### src/rtl/display_scanner.sv
// rtl/display_scanner.sv - multiplexed 7-segment digit scanner with frame-synchronous value update
//
// Purpose: steps through NUM_DIGITS digit slots of PRESCALE clk cycles each.
// The digit enable is held off for one dead cycle at the start of every slot.
// A newly loaded value is committed to the display only at a frame boundary,
// so a scan never shows digits from two different values.
//
// Ports:
//   clk        in   system clock, rising edge
//   rst        in   asynchronous active-high reset
//   value_in   in   [4*NUM_DIGITS] hex value, nibble k -> digit k
//   load       in   one-cycle capture request for value_in
//   blank_lz   in   1 = blank leading zero digits (digit 0 never blanked)
//   nibble     out  [4] hex code of the active digit
//   an         out  [NUM_DIGITS] active-low digit enables
//   digit_idx  out  [3] current digit slot
//   frame_done out  one-cycle pulse after each frame boundary
//   pending    out  captured value waiting for the next frame boundary
module display_scanner #(
  parameter int NUM_DIGITS = 4,
  parameter int PRESCALE   = 50000
) (
  input  logic                    clk,
  input  logic                    rst,
  input  logic [4*NUM_DIGITS-1:0] value_in,
  input  logic                    load,
  input  logic                    blank_lz,
  output logic [3:0]              nibble,
  output logic [NUM_DIGITS-1:0]   an,
  output logic [2:0]              digit_idx,
  output logic                    frame_done,
  output logic                    pending
);

  localparam int CW = (PRESCALE > 2) ? $clog2(PRESCALE) : 1;
  localparam logic [CW-1:0] CNT_MAX  = CW'(PRESCALE - 1);
  localparam logic [2:0]    LAST_IDX = 3'(NUM_DIGITS - 1);

  logic [CW-1:0]           cnt;
  logic [4*NUM_DIGITS-1:0] disp_reg;
  logic [4*NUM_DIGITS-1:0] pend_reg;

  logic                    tick;
  logic                    boundary;
  logic [2:0]              idx_next;
  logic [4*NUM_DIGITS-1:0] disp_next;
  logic [3:0]              nibble_next;
  logic [NUM_DIGITS-1:0]   blank;
  logic [NUM_DIGITS-1:0]   an_next;
  logic                    zero_above;

  always_comb begin
    tick     = (cnt == CNT_MAX);
    boundary = tick && (digit_idx == LAST_IDX);

    idx_next = digit_idx;
    if (tick) begin
      idx_next = (digit_idx == LAST_IDX) ? 3'd0 : digit_idx + 3'd1;
    end

    // A load on the boundary edge bypasses pend_reg so it shows this frame.
    disp_next = disp_reg;
    if (boundary) begin
      if (load) begin
        disp_next = value_in;
      end else if (pending) begin
        disp_next = pend_reg;
      end
    end

    // nibble follows digit_idx on the same edge, including a boundary swap.
    nibble_next = 4'h0;
    for (int k = 0; k < NUM_DIGITS; k++) begin
      if (k == int'(idx_next)) begin
        nibble_next = disp_next[4*k +: 4];
      end
    end

    // blank[k]: nibbles k..top of the displayed value are all zero.
    blank      = '0;
    zero_above = 1'b1;
    for (int k = NUM_DIGITS - 1; k >= 1; k--) begin
      if (disp_reg[4*k +: 4] != 4'h0) begin
        zero_above = 1'b0;
      end
      blank[k] = zero_above;
    end

    // The tick edge always produces an all-off dead cycle.
    an_next = '1;
    if (!tick) begin
      for (int k = 0; k < NUM_DIGITS; k++) begin
        if ((k == int'(digit_idx)) && !(blank_lz && blank[k])) begin
          an_next[k] = 1'b0;
        end
      end
    end
  end

  always_ff @(posedge clk or posedge rst) begin
    if (rst) begin
      cnt        <= '0;
      digit_idx  <= 3'd0;
      disp_reg   <= '0;
      pend_reg   <= '0;
      pending    <= 1'b0;
      nibble     <= 4'h0;
      an         <= '1;
      frame_done <= 1'b0;
    end else begin
      cnt        <= tick ? '0 : cnt + 1'b1;
      digit_idx  <= idx_next;
      disp_reg   <= disp_next;
      nibble     <= nibble_next;
      an         <= an_next;
      frame_done <= boundary;
      if (boundary) begin
        pending <= 1'b0;
      end else if (load) begin
        pend_reg <= value_in;
        pending  <= 1'b1;
      end
    end
  end

endmodule
### config.mk
export PLATFORM = sky130hd
export DESIGN_NAME = display_scanner
export DESIGN_NICKNAME = d
export VERILOG_FILES = /design/src/rtl/display_scanner.sv
export SDC_FILE = /design/constraint.sdc
export NUM_CORES = 1
export LEC_CHECK = 0
export CORE_MARGIN = 4
export CORE_UTILIZATION = 59
export DETAILED_ROUTE_END_ITERATION = 6
export PLACE_DENSITY = 0.95
export SLEW_MARGIN = 10
export SYNTH_ARGS = -nofsm -noshare
export SYNTH_HDL_FRONTEND = slang
export SYNTH_SLANG_ARGS = --single-unit
export TNS_END_PERCENT = 1
### constraint.sdc
create_clock -name clk -period 5 [get_ports clk]
set_input_delay 1 -clock clk [delete_from_list [all_inputs] [get_ports clk]]
set_output_delay 1 -clock clk [all_outputs]
set_load 0.01 [all_outputs]
**Word level (Yosys, flattened, before mapping)**

Index checks and enable logic that the tools add are counted.

- Multiplexer cells: 20
- Bitwise operators: 1
- Reductions and logical operators: 17
- Equal/unequal tests: 8
- $add $sub $neg: 2

Operator list:

| operator | count |
|---|---|
| two-way mux 16 bit | 4 |
| two-way mux 4 bit | 5 |
| adder 16 x 1 -> 16 bit (second input constant) | 1 |
| == test 16 bit (second input constant) | 1 |
| == test 3 bit (first input constant) | 4 |
| nonzero test 4 bit | 3 |
| two-way mux 1 bit | 9 |
| logical AND 1 bit | 7 |
| == test 2 x 3 -> 1 bit (first input constant) | 2 |
| logical NOT 3 bit | 2 |
| two-way mux 3 bit | 2 |
| adder 3 x 1 -> 3 bit (second input constant) | 1 |
| == test 3 x 2 -> 1 bit (second input constant) | 1 |
| logical NOT 1 bit | 3 |
| AND reduction 2 bit | 1 |
| nonzero test 2 bit | 1 |
| inverter 1 bit | 1 |

- Output and inout bits: 13
- Logic and storage cells: 56
- Flip-flop bits (word level): 61
- Input bits: 20

**Depth between registers and ports, before layout**

- Word-level depth: 9
- Gate-level depth with buffers: 9
- Mapped depth without buffers: 9

**Worst setup path before layout**

OpenSTA, ideal clock, no wires.

- Path kind: reg2reg
- Start point: register cnt[5]
- End point: register pend_reg[2]
- Data required time: 4.875 ns
- Period minus slack after synthesis: 2.457 ns
- Cell stages (with the launch flop): 7
- Slack: 2.543 ns
- Buffers on the path: 1
- Arrival: 2.332 ns
- Library setup time: 0.125 ns
- Cell sequence: dfrtp_1 or4b_4 nor3_1 nand3_1 nand2_1 buf_4 mux2_2

- Cells in the longest elaborated chain, start to end: 4

Ends and longest elaborated chain:

| what | RTL line | source |
|---|---|---|
| from (decl) | 39 | `logic [CW-1:0] cnt;` |
| from (signal assigned) | 111 | `cnt <= tick ? '0 : cnt + 1'b1;` |
| == test 16 bit | 53 | `tick = (cnt == CNT_MAX);` |
| logical AND 1 bit | 54 | `boundary = tick && (digit_idx == LAST_IDX);` |
| inverter 1 bit (no line) | - |  |
| AND reduction 2 bit (no line) | - |  |
| to (signal assigned) | 120 | `pend_reg <= value_in;` |
| to (decl) | 41 | `logic [4*NUM_DIGITS-1:0] pend_reg;` |

No other way between the ends.
A chain may end at the register's enable or synchronous reset.

**Worst setup path in the final report**

- Start point: register cnt[5]
- End point: register nibble[3]

- Cells in the longest elaborated chain, start to end: 7
- Elaborated cells between the ends (all ways): 12
- Those cells by class: 4 x eq/ne; 6 x mux; 2 x reduce/logical

Ends and longest elaborated chain:

| what | RTL line | source |
|---|---|---|
| == test 16 bit (*) | 53 |  |
| two-way mux 3 bit (*) | 57 | `if (tick) begin` |
| net idx_next[0] | 45 | `logic [2:0] idx_next;` |
| logical NOT 3 bit | 74 | `if (k == int'(idx_next)) begin` |
| two-way mux 4 bit (3 in a row) | 74 |  |
| two-way mux 4 bit (*) | 74 |  |
| net nibble_next[3] | 47 | `logic [3:0] nibble_next;` |
| to (signal assigned) | 114 | `nibble <= nibble_next;` |
| to (decl) | 28 | `output logic [3:0] nibble,` |

The timed path passes the listed nets; every way through them passes the cells marked *.

==> results_dict.tcl <==
set metrics [dict create \
    status "completed" \
    min_from "disp_reg[3]" \
    fp.dieH_um 76.99 \
    grt_overflow 0 \
    synth_largest_area_cell "dfrtp_1" \
    synth_fa_ha_area_share_pct 2.228 \
    slew_violations 0 \
    routed_wl_mm 6.385 \
    nFillCells 287 \
    numCtsBuffers 9 \
    rows 24 \
    synth_top_family_by_area "simple AND/OR/NAND/NOR gates" \
    hold_viol 0 \
    r2r_setup_slack_ns 1.75 \
    highest_layer "met4" \
    worst_slew_pin_slew_ns 0.8703 \
    crit_fanout 16 \
    mostFrequentLayoutCells "57 x dfrtp_1, 32 x clkdlybuf4s50_1, 30 x nor2_1" \
    placed_cell_area_um2 3168 \
    synth_edf_count 0 \
    post_synth_xor_area_fraction_pct 4.367 \
    antenna_cells 0 \
    p_sw_share_pct 22.24 \
    wl_met3_um 559 \
    rsz0062_at_grt "false" \
    dp_cells 337 \
    portBuffers 32 \
    pwr-share-comb_pct 6.6 \
    fmax_mhz 308.1 \
    setup_viol 0 \
    switchingPower_mw 0.2180 \
    drive_gt1_share_pct 12.67 \
    clockPowerShare_pct 40.2 \
    ant_nets 0 \
    final_cells 352 \
    cts_buffer_depth 2 \
    crit_path_end_kind "flip-flop" \
    yosysUniqueCellTypes 43 \
    ys_ff_latch 61 \
    die_x_um 76.99 \
    synthTopCellsByArea "dfrtp_1 51%, mux2_2 5.2%, nor2_1 4.0%, dfstp_2 3.7%, a2bb2oi_1 3.4%" \
    grt_max_degree 62 \
    ir_drop_mv 0.1774 \
    path_clk_slew_ns 0.06 \
    setup.worst_path.start "cnt[5]" \
    p_leak_nw 1.448 \
    drcViolationCount 0 \
    maxCapViolCount 0 \
    synthMuxAreaShare_pct 5.570 \
    fin_crit_ns 3.245 \
    grt_first_pass_wirelength_mm 10.85 \
    drtIter0Drc 273 \
    min_delay_path_depth 2 \
    syn2layout_area_growth_pct 19.16 \
    skew_ns 0.006173 \
    cts-resized-gates 0 \
    synth_ff_type "dfrtp_1" \
    nNetsFinal 321 \
    drt_pass1_iterations 5 \
    synth-simple-area-share_pct 17.29 \
    powerDensity_nw_per_um2 292.9 \
    worstReg2RegStart "cnt[5]" \
    fin_crit_sh_pct 64.91 \
    grt_antenna_before_repair 0 \
    met1_length_mm 2.665 \
    required_ns 5.24 \
    gp_congestion 0.9773 \
    intPower_mw 0.7621 \
    vias_per_cell 6.460 \
    syn_inst 259 \
    io_pins 33 \
    cts_num_sinks 61 \
    relSlewSlack_pct 41.54 \
    synth_compound_area_share_pct 13.37 \
    finalCoreUtilization_pct 74.78 \
    synth_nets 284 \
    layout_commonest_cell "dfrtp_1" \
    cts_tree "yes" \
    dp_hpwl_mm 4.443 \
    syn_area_per_cell_um2 10.84 \
    routedWlPerCell_um 18.14 \
    cts_root_buf "clkbuf_8" \
    insertion_delay_ns 0.33 \
    start_util_pct 62.75 \
    dieArea_um2 5927 \
    post_cts_buffers 0 \
    tns_ns 0 \
    grtUsageTotal_pct 23.60 \
    final_cell_area_um2 3346 \
    ys_seq_area_share_pct 54.55 \
    sequentialPowerShare_pct 53.2 \
    critPathLaunchType "flip-flop" \
    synth_area_um2 2808 \
    min-delay-path-class "reg -> reg" \
    async_flop_share_pct 100.0 \
    rr_worst_depth 8 \
    yosysTopAreaCellShare_pct 50.80 \
    hold_buffers 0 \
    met2_length_mm 2.930 \
    synth_warnings 0 \
    grt_pass1_vias 2267 \
    cp.arrival_ns 3.48 \
    vias 2274 \
    htreeDepth 3 \
    core_area_um2 4474 \
    crit_type "reg -> reg" \
]
[layout make-up]
type / instances / area [µm²] / share of cell area, %
sequential: 61 / 1531 / 45.77
tap: 52 / 65.06 / 1.945
multi-input combinational: 180 / 1202 / 35.94
inverter: 11 / 41.29 / 1.234
timing repair buffer: 33 / 327.8 / 9.798
clock inverter: 1 / 5.005 / 0.1496
clock buffer: 14 / 172.7 / 5.161
[path summary, 6_finish.rpt]
kind / endpoint
hold reg to reg: disp_reg[3]
setup reg to reg: nibble[3]
min in group asynchronous: digit_idx[1]
hold / removal: disp_reg[3]
max in group asynchronous: pend_reg[15]
setup / recovery: nibble[3]
[cells in the mapped netlist (all sizes together) (4+ instances only)]
library cell  number
a21oi             13
a22oi              4
a2bb2oi           11
and3               5
clkbuf             4
dfrtp             57
dfstp              4
ha                 5
inv               10
mux2              13
nand2             13
nand3              9
nor2              30
nor3              10
nor4               4
o21ai              9
o22ai             12
o32ai              4
xnor2              5
xor2               9
[per-layer routing]
| layer | vias to the layer above | global-route usage, % |
|---|---|---|
| met5 | - | 0 |
| met3 | 27 | 4.918 |
| met2 | 144 | 35.37 |
| li1 | 1021 | - |
| met4 | 0 | 14.41 |
| met1 | 1082 | 31.57 |
[power by group through the flow]
stage,combinational [mW],sequential [mW],clock [mW]
6_report,0.0647,0.521,0.394
3_3_place_gp,0.0628,0.528,0
3_5_place_dp,0.0645,0.529,0
4_1_cts,0.0650,0.520,0.400
2_1_floorplan,0.0385,0.525,0
5_1_grt,0.0709,0.522,0.423
[cell families after synthesis]
group / count (synthesis)
buf+inv: 18
flops: 61
mux: 14
fa+ha+maj: 5
xor+xnor: 14
simple gates: 90
compound gates: 57
[worst max-delay path, stage by stage, from the launching register on]
cell and delay, ns:
dfrtp_1 0.41, or4b_4 0.58, nor4_4 0.81, nor2_1 0.14, a21oi_1 0.46, inv_2 0.09, nor2_1 0.36, a22oi_1 0.15
o32ai_1 0.16
[through the flow]
stage | setup WS (ns) | total power, mW | hold WS [ns]
final | 1.755 | 0.9801 | 0.5082
after global routing | 1.549 | 1.016 | 0.5314
after CTS | 1.786 | 0.9848 | 0.5098
after detailed placement | 1.906 | 0.5934 | 0.4947
after global placement | 2.006 | 0.5911 | 0.4801
after floorplan | 2.494 | 0.5639 | 0.4506
Power figures use the tool's default switching activity.
